### config.mk
export PLATFORM = sky130hd
export DESIGN_NAME = shifter_result_stage_flat
export DESIGN_NICKNAME = d
export VERILOG_FILES = /design/src/rtl/shifter_result_stage_if.sv /design/src/rtl/shifter_result_stage.sv /design/src/flat_wrapper.sv
export SDC_FILE = /design/constraint.sdc
export NUM_CORES = 1
export LEC_CHECK = 0
export BUFFER_PORTS_ARGS = -buffer_cell sky130_fd_sc_hd__buf_4
export CORE_MARGIN = 3
export CORE_UTILIZATION = 51
export DETAILED_ROUTE_END_ITERATION = 12
export PLACE_DENSITY = 0.8
export SYNTH_ARGS = -nofsm -noshare
export SYNTH_HDL_FRONTEND = slang
export SYNTH_SLANG_ARGS = --single-unit
### constraint.sdc
create_clock -name clock -period 1.9 [get_ports clock]
set_clock_uncertainty 0.1 [all_clocks]
set_input_delay 0.19 -clock clock [delete_from_list [all_inputs] [get_ports clock]]
set_output_delay 0.19 -clock clock [all_outputs]
set_load 0.01 [all_outputs]
### src/rtl/shifter_result_stage_if.sv
// Handshake and result bus between the Shifter and its registered output stage.
// The master side (Shifter/consumer environment) drives data in and accepts results out.
interface shifter_result_stage_if #(parameter int DataLength = 4);
    logic                  inValid;
    logic                  inReady;
    logic [DataLength-1:0] inResult;
    logic                  inCarry;
    logic [1:0]            inControl;
    logic                  outValid;
    logic                  outReady;
    logic [DataLength-1:0] outResult;
    logic                  outCarry;
    logic                  outZero;
    logic                  outNegative;
    logic [1:0]            outControl;
    logic                  carryChain;
    logic                  clearCarry;
    logic [1:0]            occupancy;

    modport master (
        output inValid, inResult, inCarry, inControl, outReady, clearCarry,
        input  inReady, outValid, outResult, outCarry, outZero, outNegative,
               outControl, carryChain, occupancy
    );

    modport slave (
        input  inValid, inResult, inCarry, inControl, outReady, clearCarry,
        output inReady, outValid, outResult, outCarry, outZero, outNegative,
               outControl, carryChain, occupancy
    );
endinterface

### src/rtl/shifter_result_stage.sv
// Registered 2-entry output buffer behind the combinational Shifter: captures result,
// carry and op code with precomputed zero/negative flags, and keeps the chained carry.
module shifter_result_stage #(
    parameter int DataLength = 4
) (
    input  logic                   clock,
    input  logic                   reset,
    shifter_result_stage_if.slave  bus
);

    typedef struct packed {
        logic [DataLength-1:0] result;
        logic                  carry;
        logic                  zero;
        logic                  negative;
        logic [1:0]            control;
    } entry_t;

    entry_t     entries [2];
    entry_t     newEntry;
    entry_t     headEntry;
    logic       head;
    logic       writePtr;
    logic [1:0] occupancy;
    logic       carryReg;
    logic       enq;
    logic       deq;

    assign bus.inReady  = (occupancy != 2'd2);
    assign bus.outValid = (occupancy != 2'd0);
    assign enq          = bus.inValid & bus.inReady;
    assign deq          = bus.outValid & bus.outReady;

    // The free slot is the one after the head when an entry is already buffered.
    assign writePtr = head ^ occupancy[0];

    // Flags are fixed at capture so the consumer never sees them recomputed.
    always_comb begin
        newEntry          = '0;
        newEntry.result   = bus.inResult;
        newEntry.carry    = bus.inCarry;
        newEntry.zero     = (bus.inResult == '0);
        newEntry.negative = bus.inResult[DataLength-1];
        newEntry.control  = bus.inControl;
    end

    always_ff @(posedge clock or posedge reset) begin
        if (reset) begin
            entries[0] <= '0;
            entries[1] <= '0;
            head       <= 1'b0;
            occupancy  <= 2'd0;
            carryReg   <= 1'b0;
        end else begin
            if (enq) begin
                entries[writePtr] <= newEntry;
            end
            if (deq) begin
                head <= ~head;
            end
            case ({enq, deq})
                2'b10:   occupancy <= occupancy + 2'd1;
                2'b01:   occupancy <= occupancy - 2'd1;
                default: occupancy <= occupancy;
            endcase
            // A clear request outranks loading the carry of the entry leaving this cycle.
            if (bus.clearCarry) begin
                carryReg <= 1'b0;
            end else if (deq) begin
                carryReg <= entries[head].carry;
            end
        end
    end

    always_comb begin
        headEntry = '0;
        if (bus.outValid) begin
            headEntry = entries[head];
        end
    end

    assign bus.outResult   = headEntry.result;
    assign bus.outCarry    = headEntry.carry;
    assign bus.outZero     = headEntry.zero;
    assign bus.outNegative = headEntry.negative;
    assign bus.outControl  = headEntry.control;
    assign bus.carryChain  = carryReg;
    assign bus.occupancy   = occupancy;

endmodule

### src/flat_wrapper.sv
// flat-port wrapper written by rule: the top's interface ports become plain ports
module shifter_result_stage_flat 
#(
    parameter int DataLength = 4
)
  (clock, reset, bus_inValid, bus_inResult, bus_inCarry, bus_inControl, bus_outReady, bus_clearCarry, bus_inReady, bus_outValid, bus_outResult, bus_outCarry, bus_outZero, bus_outNegative, bus_outControl, bus_carryChain, bus_occupancy);
  shifter_result_stage_if #(.DataLength(DataLength)) bus_i ();
  input  logic clock;
  input  logic reset;
  input wire logic [$bits(bus_i.inValid)-1:0] bus_inValid;
  input wire logic [$bits(bus_i.inResult)-1:0] bus_inResult;
  input wire logic [$bits(bus_i.inCarry)-1:0] bus_inCarry;
  input wire logic [$bits(bus_i.inControl)-1:0] bus_inControl;
  input wire logic [$bits(bus_i.outReady)-1:0] bus_outReady;
  input wire logic [$bits(bus_i.clearCarry)-1:0] bus_clearCarry;
  output wire logic [$bits(bus_i.inReady)-1:0] bus_inReady;
  output wire logic [$bits(bus_i.outValid)-1:0] bus_outValid;
  output wire logic [$bits(bus_i.outResult)-1:0] bus_outResult;
  output wire logic [$bits(bus_i.outCarry)-1:0] bus_outCarry;
  output wire logic [$bits(bus_i.outZero)-1:0] bus_outZero;
  output wire logic [$bits(bus_i.outNegative)-1:0] bus_outNegative;
  output wire logic [$bits(bus_i.outControl)-1:0] bus_outControl;
  output wire logic [$bits(bus_i.carryChain)-1:0] bus_carryChain;
  output wire logic [$bits(bus_i.occupancy)-1:0] bus_occupancy;
  assign bus_i.inValid = bus_inValid;
  assign bus_i.inResult = bus_inResult;
  assign bus_i.inCarry = bus_inCarry;
  assign bus_i.inControl = bus_inControl;
  assign bus_i.outReady = bus_outReady;
  assign bus_i.clearCarry = bus_clearCarry;
  assign bus_inReady = bus_i.inReady;
  assign bus_outValid = bus_i.outValid;
  assign bus_outResult = bus_i.outResult;
  assign bus_outCarry = bus_i.outCarry;
  assign bus_outZero = bus_i.outZero;
  assign bus_outNegative = bus_i.outNegative;
  assign bus_outControl = bus_i.outControl;
  assign bus_carryChain = bus_i.carryChain;
  assign bus_occupancy = bus_i.occupancy;
  shifter_result_stage #(.DataLength(DataLength)) u_core (.clock(clock), .reset(reset), .bus(bus_i));
endmodule
After elaboration in Yosys (flattened, before gate mapping) --
Index checks and enable logic that the tools add are counted.
Word-level totals: bits in registers 22, input port bits 12, output and inout port bits 14
Operators by class: add/subtract/negate cells 2, magnitude comparators 3, equality and inequality tests 3, multiplexer cells 10, bitwise logic cells 6, reductions and logical operators 5
Operator list (count):
- $mux 9 | 5
- $bwmux 18 | 1
- $demux 9 s1 | 1
- $reduce_bool 2->1 | 3
- $ge 2x2->1 const B | 2
- $logic_not 4->1 | 1
- $not 1->2 | 2
- $pmux 2 s2 | 1
- $add 2x1->2 const B | 1
- $and 1x1->1 | 2
- $eq 2x1->1 const B | 1
- $eq 2x2->1 const B | 1
- $lt 2x1->1 const B | 1
- $mux 1 | 2
- $ne 2x2->1 const B | 1
- $sub 2x1->2 const B | 1
- $logic_and 1x1->1 | 1
- $not 1->1 | 1
- $xor 1x1->1 | 1

Depth between registers and ports, before layout --
depth after elaboration 7, gate-level depth with buffers 8, depth with buffers taken out 7

Worst setup path before layout --
No wires, ideal clock.
kind flip-flop to flip-flop, start register u_core.occupancy[0], in the netlist u_core.bus.occupancy[0], end register u_core.occupancy[1], in the netlist u_core.bus.occupancy[1], arrival time 1.606 ns, data required time 1.720 ns, path slack 0.114 ns, cell stages (with the launch flop) 8, path buffers 1, cells stage by stage dfrtp_1 buf_6 nor2_4 inv_4 and2_2 ha_1 nor2_1 xor2_1
Between the ends: word-level cells in the longest chain between the ends 4
Ends and longest elaborated chain:
- start, declared | line shifter_result_stage.sv:24 | logic [1:0] occupancy;
- start signal, assigned | line shifter_result_stage.sv:62 | 2'b10: occupancy <= occupancy + 2'd1;
- start signal, assigned | line shifter_result_stage.sv:63 | 2'b01: occupancy <= occupancy - 2'd1;
- start signal, assigned | line shifter_result_stage.sv:64 | default: occupancy <= occupancy;
- $reduce_bool 2->1 * | line shifter_result_stage.sv:30 | assign bus.outValid = (occupancy != 2'd0);
- net bus_outValid | line flat_wrapper.sv:17 | output wire logic [$bits(bus_i.outValid)-1:0] bus_outValid;
- $and 1x1->1 * | line shifter_result_stage.sv:32 | assign deq = bus.outValid & bus.outReady;
- net u_core.deq | line shifter_result_stage.sv:27 | logic deq;
- $eq 2x1->1 or $eq 2x2->1 (tied branches) | line shifter_result_stage.sv:61 | case ({enq, deq})
- $pmux 2 s2 or $reduce_bool 2->1 (tied branches)
Mark *: on every way through the listed nets, which the timed path passes. The rest lies on a longest branch. A chain may end at the register's enable or synchronous reset.

Worst setup path in the final report --
start register u_core.head, end output bus_outCarry
Between the ends: word-level cells in the longest chain between the ends 5
Ends and longest elaborated chain:
- start, declared | line shifter_result_stage.sv:22 | logic head;
- start signal, assigned | line shifter_result_stage.sv:59 | head <= ~head;
- $not 1->2 (not written as such) | line shifter_result_stage.sv:78 | headEntry = entries[head];
- $mux 9 (3 in series)
- $mux 9 | line shifter_result_stage.sv:77 | if (bus.outValid) begin
- end, declared | line flat_wrapper.sv:19 | output wire logic [$bits(bus_i.outCarry)-1:0] bus_outCarry;
Every way passes these cells. The select of a mux whose other input is x is not followed.

==> impl_metrics.yaml <==
floorplan:
  core-area_um2: 1821
  rows: 15
  initial_core_util_pct: 56.63
  die-area_um2: 2597
  die_w_um: 50.96
  die_h_um: 50.96
  io_pins: 26
layout:
  fillers: 154
  nets: 125
  multiInputGateArea_um2: 489.2
  area_growth_pct: 27.67
  regArea_um2: 503.0
  antenna_cells: 0
  drive_gt1_share_pct: 49.55
run_status:
  status: "finished, final reports clean"
setup_path:
  crit_type: "flip-flop to primary output"
  arrival_ps: 1490
  start_kind: "flip-flop"
  cp_max_fo: 9
  cpMostUsedCell: "buf_4"
  crit_required_ps: 1610
  cpPeakStageDelay_ps: 470
  cp-end-kind: "primary output"
  critPathSlowestCell: "dfrtp_2"
  crit_chain: "buf_4, mux2i_1, nor2_1, buf_4"
yosys:
  avgSynthCellArea_um2: 12.73
  postSynth.asyncResetShare_pct: 100.0
  synthMuxAreaShare_pct: 24.15
  synth_edf_count: 0
  synth_seq_cells: 20
  syn-num-nets: 94
  seq_area_frac_synth_pct: 48.54
  synthSimpleGateAreaFrac_pct: 12.50
  synth.cell_area_um2: 1031
  synthAdderAreaFrac_pct: 1.214
  yosys_warnings: 0
  synth_top_family_by_area: "multiplexers"
  syn_inst: 81
  ys.flop_type: "dfrtp_1"
  synth_compound_area_share_pct: 6.189
  yosysUniqueCellTypes: 27
  synth_xor_xnor_area_share_pct: 3.398
power:
  combPwrFrac_pct: 53.4
  netSwitchingPower_w: 0.0009146
  pwr-share-seq_pct: 32.6
  p_leak_nw: 0.6162
  switching_share_pct: 36.68
  p_per_area_nw_per_um2: 1894
  p_int_w: 0.001579
  ir_worst_vdd_v: 0.001580
  pwr-share-clk_pct: 14.0
timing:
  min_period_ps: 1780
  worst_hold_slack_ps: 25.05
  setup_tns_ps: 0
  setup_violations: 0
  rsz0062_at_grt: "false"
  drv_slew: 0
  hold_viol_final: 0
  worstMarginPinSlew_ps: 742.5
  finalWorstSetupSlack_ps: 119.8
  max_freq_mhz: 561.7
  fin_crit_sh_pct: 93.70
  slew-limit-headroom_pct: 50.44
route:
  wl_mm: 2.039
  viasPerCell: 5.228
  vias: 711
  drtPass1Iterations: 4
  ant_nets: 0
  drt_iter0_drc: 5
  drcViolationCount: 0
  wire_per_inst_um: 14.99
clocking:
  cts_buffers: 3
  clkLatencyLatePin_ps: 300
  cts_tree: "yes"
  cts_root_buffer: "clkbuf_4"
  htree_levels: 1
  clock_path_buffers: 2
  clock_sinks: 20
  clkTransAtPathRegs_ps: 110
place:
  place_congestion: 0.7534
  port_buffers: 25
  hpwl_mm: 1.417
  place_ws_ps: 201.2
global_routing:
  antenna_found_initial: 0
  gr-total-overflow: 0
  grt_pass1_wl_mm: 3.422
  grt_max_degree: 21
  grt_pass1_vias: 769
  track_usage_pct: 17.77
worst_hold_path:
  holdCritPathClass: "primary input to flip-flop"
flow_run:
  max_cap_violations: 0
-- what timing repair did --
item,in CTS,in global routing
resized for setup,0,2
buffers inserted,0,0
setup endpoints to repair,0,6
hold endpoints to repair,21,0
hold buffers,2,0
-- layout by cell type (no fill, tap or decap), drive strengths merged, types with 2 or more instances in the layout --
cell type,n
xor2,2
nand2,3
nor3,2
mux2,15
xnor2,2
mux2i,8
buf,28
nor2,10
dfrtp,20
a211oi,2
clkbuf,3
dlygate4sd3,2
inv,2
-- kinds of logic (layout without fill, tap and decap cells) --
group                    Yosys count  in the layout
AO/OA/AOI/OAI                      6              6
XOR/XNOR                           4              4
adder cells (fa/ha/maj)            1              1
buffers and inverters              6             36
flip-flops                        20             20
multiplexers                      23             23
AND/OR/NAND/NOR                   21             21
-- stage by stage --
stage	cells	utilization, %	area (um^2)	power, W
after detailed placement	130	68.18	1241	0.002144
after floorplan	81	-	1031	0.001689
after global routing	136	72.30	1316	0.002664
after global placement	130	68.18	1241	0.002100
after CTS	136	72.16	1314	0.002513
final	136	72.30	1316	0.002494
-- final timing paths --
check,slack [ps],depth (start not counted),start,endpoint
max,120,4,u_core.head,bus_outCarry
min,30,2,bus_inCarry,u_core.entries[4]
max reg2reg,140,6,u_core.bus.occupancy[1],u_core.bus.occupancy[1]
min reg2reg,410,1,u_core.entries[12],u_core.entries[12]
max in group asynchronous,720,3,reset,u_core.head
min in group asynchronous,470,3,reset,u_core.entries[10]
-- synth_stat cells (all sizes together) (2+ instances only) --
library cell | instances | share of area (%)
nor2 | 10 | 4.4
buf | 4 | 3.0
nand2 | 3 | 1.1
inv | 2 | 0.97
dfrtp | 20 | 49
xnor2 | 2 | 1.7
mux2i | 8 | 7.8
xor2 | 2 | 1.7
mux2 | 15 | 16
a211oi | 2 | 1.5
nor3 | 2 | 0.97
-- worst max-delay path, delay by kind of cell (launching register included) --
kind                   cells  cell delay, ps
muxes                      1             260
and+or+nand+nor            1              70
DFF                        1             470
buffers and inverters      2             380
-- flip-flops by register name (all words and copies together), names as in the netlist --
signal / cells
u_core.bus.carryChain: 1
u_core.bus.occupancy: 2
u_core.entries: 16
u_core.head: 1
-- cell type report --
class	instances	share of cell area, %
flip-flops and latches	20	38.21
multi-input cells	55	37.17
repair buffers	30	17.49
well taps	25	2.376
clock inverters	1	2.281
clock buffers	3	1.711
inverters	2	0.7605
-- layer usage --
layer | global-route usage (%) | routed length [um] | vias up
li1 | - | - | 344
met1 | 20.61 | 860 | 353
met2 | 33.05 | 1123 | 12
met3 | 1.749 | 50 | 2
met4 | 7.175 | 5 | 0
met5 | 0 | 0 | -
-- power groups by stage --
stage          clock network [W]  registers [W]  logic, W
2_1_floorplan                  0       0.000759  0.000929
3_3_place_gp                   0       0.000803   0.00130
3_5_place_dp                   0       0.000818   0.00133
4_1_cts                 0.000354       0.000810   0.00135
5_1_grt                 0.000364       0.000845   0.00145
6_report                0.000348       0.000814   0.00133
No activity file was read; power rests on OpenSTA's default activity.
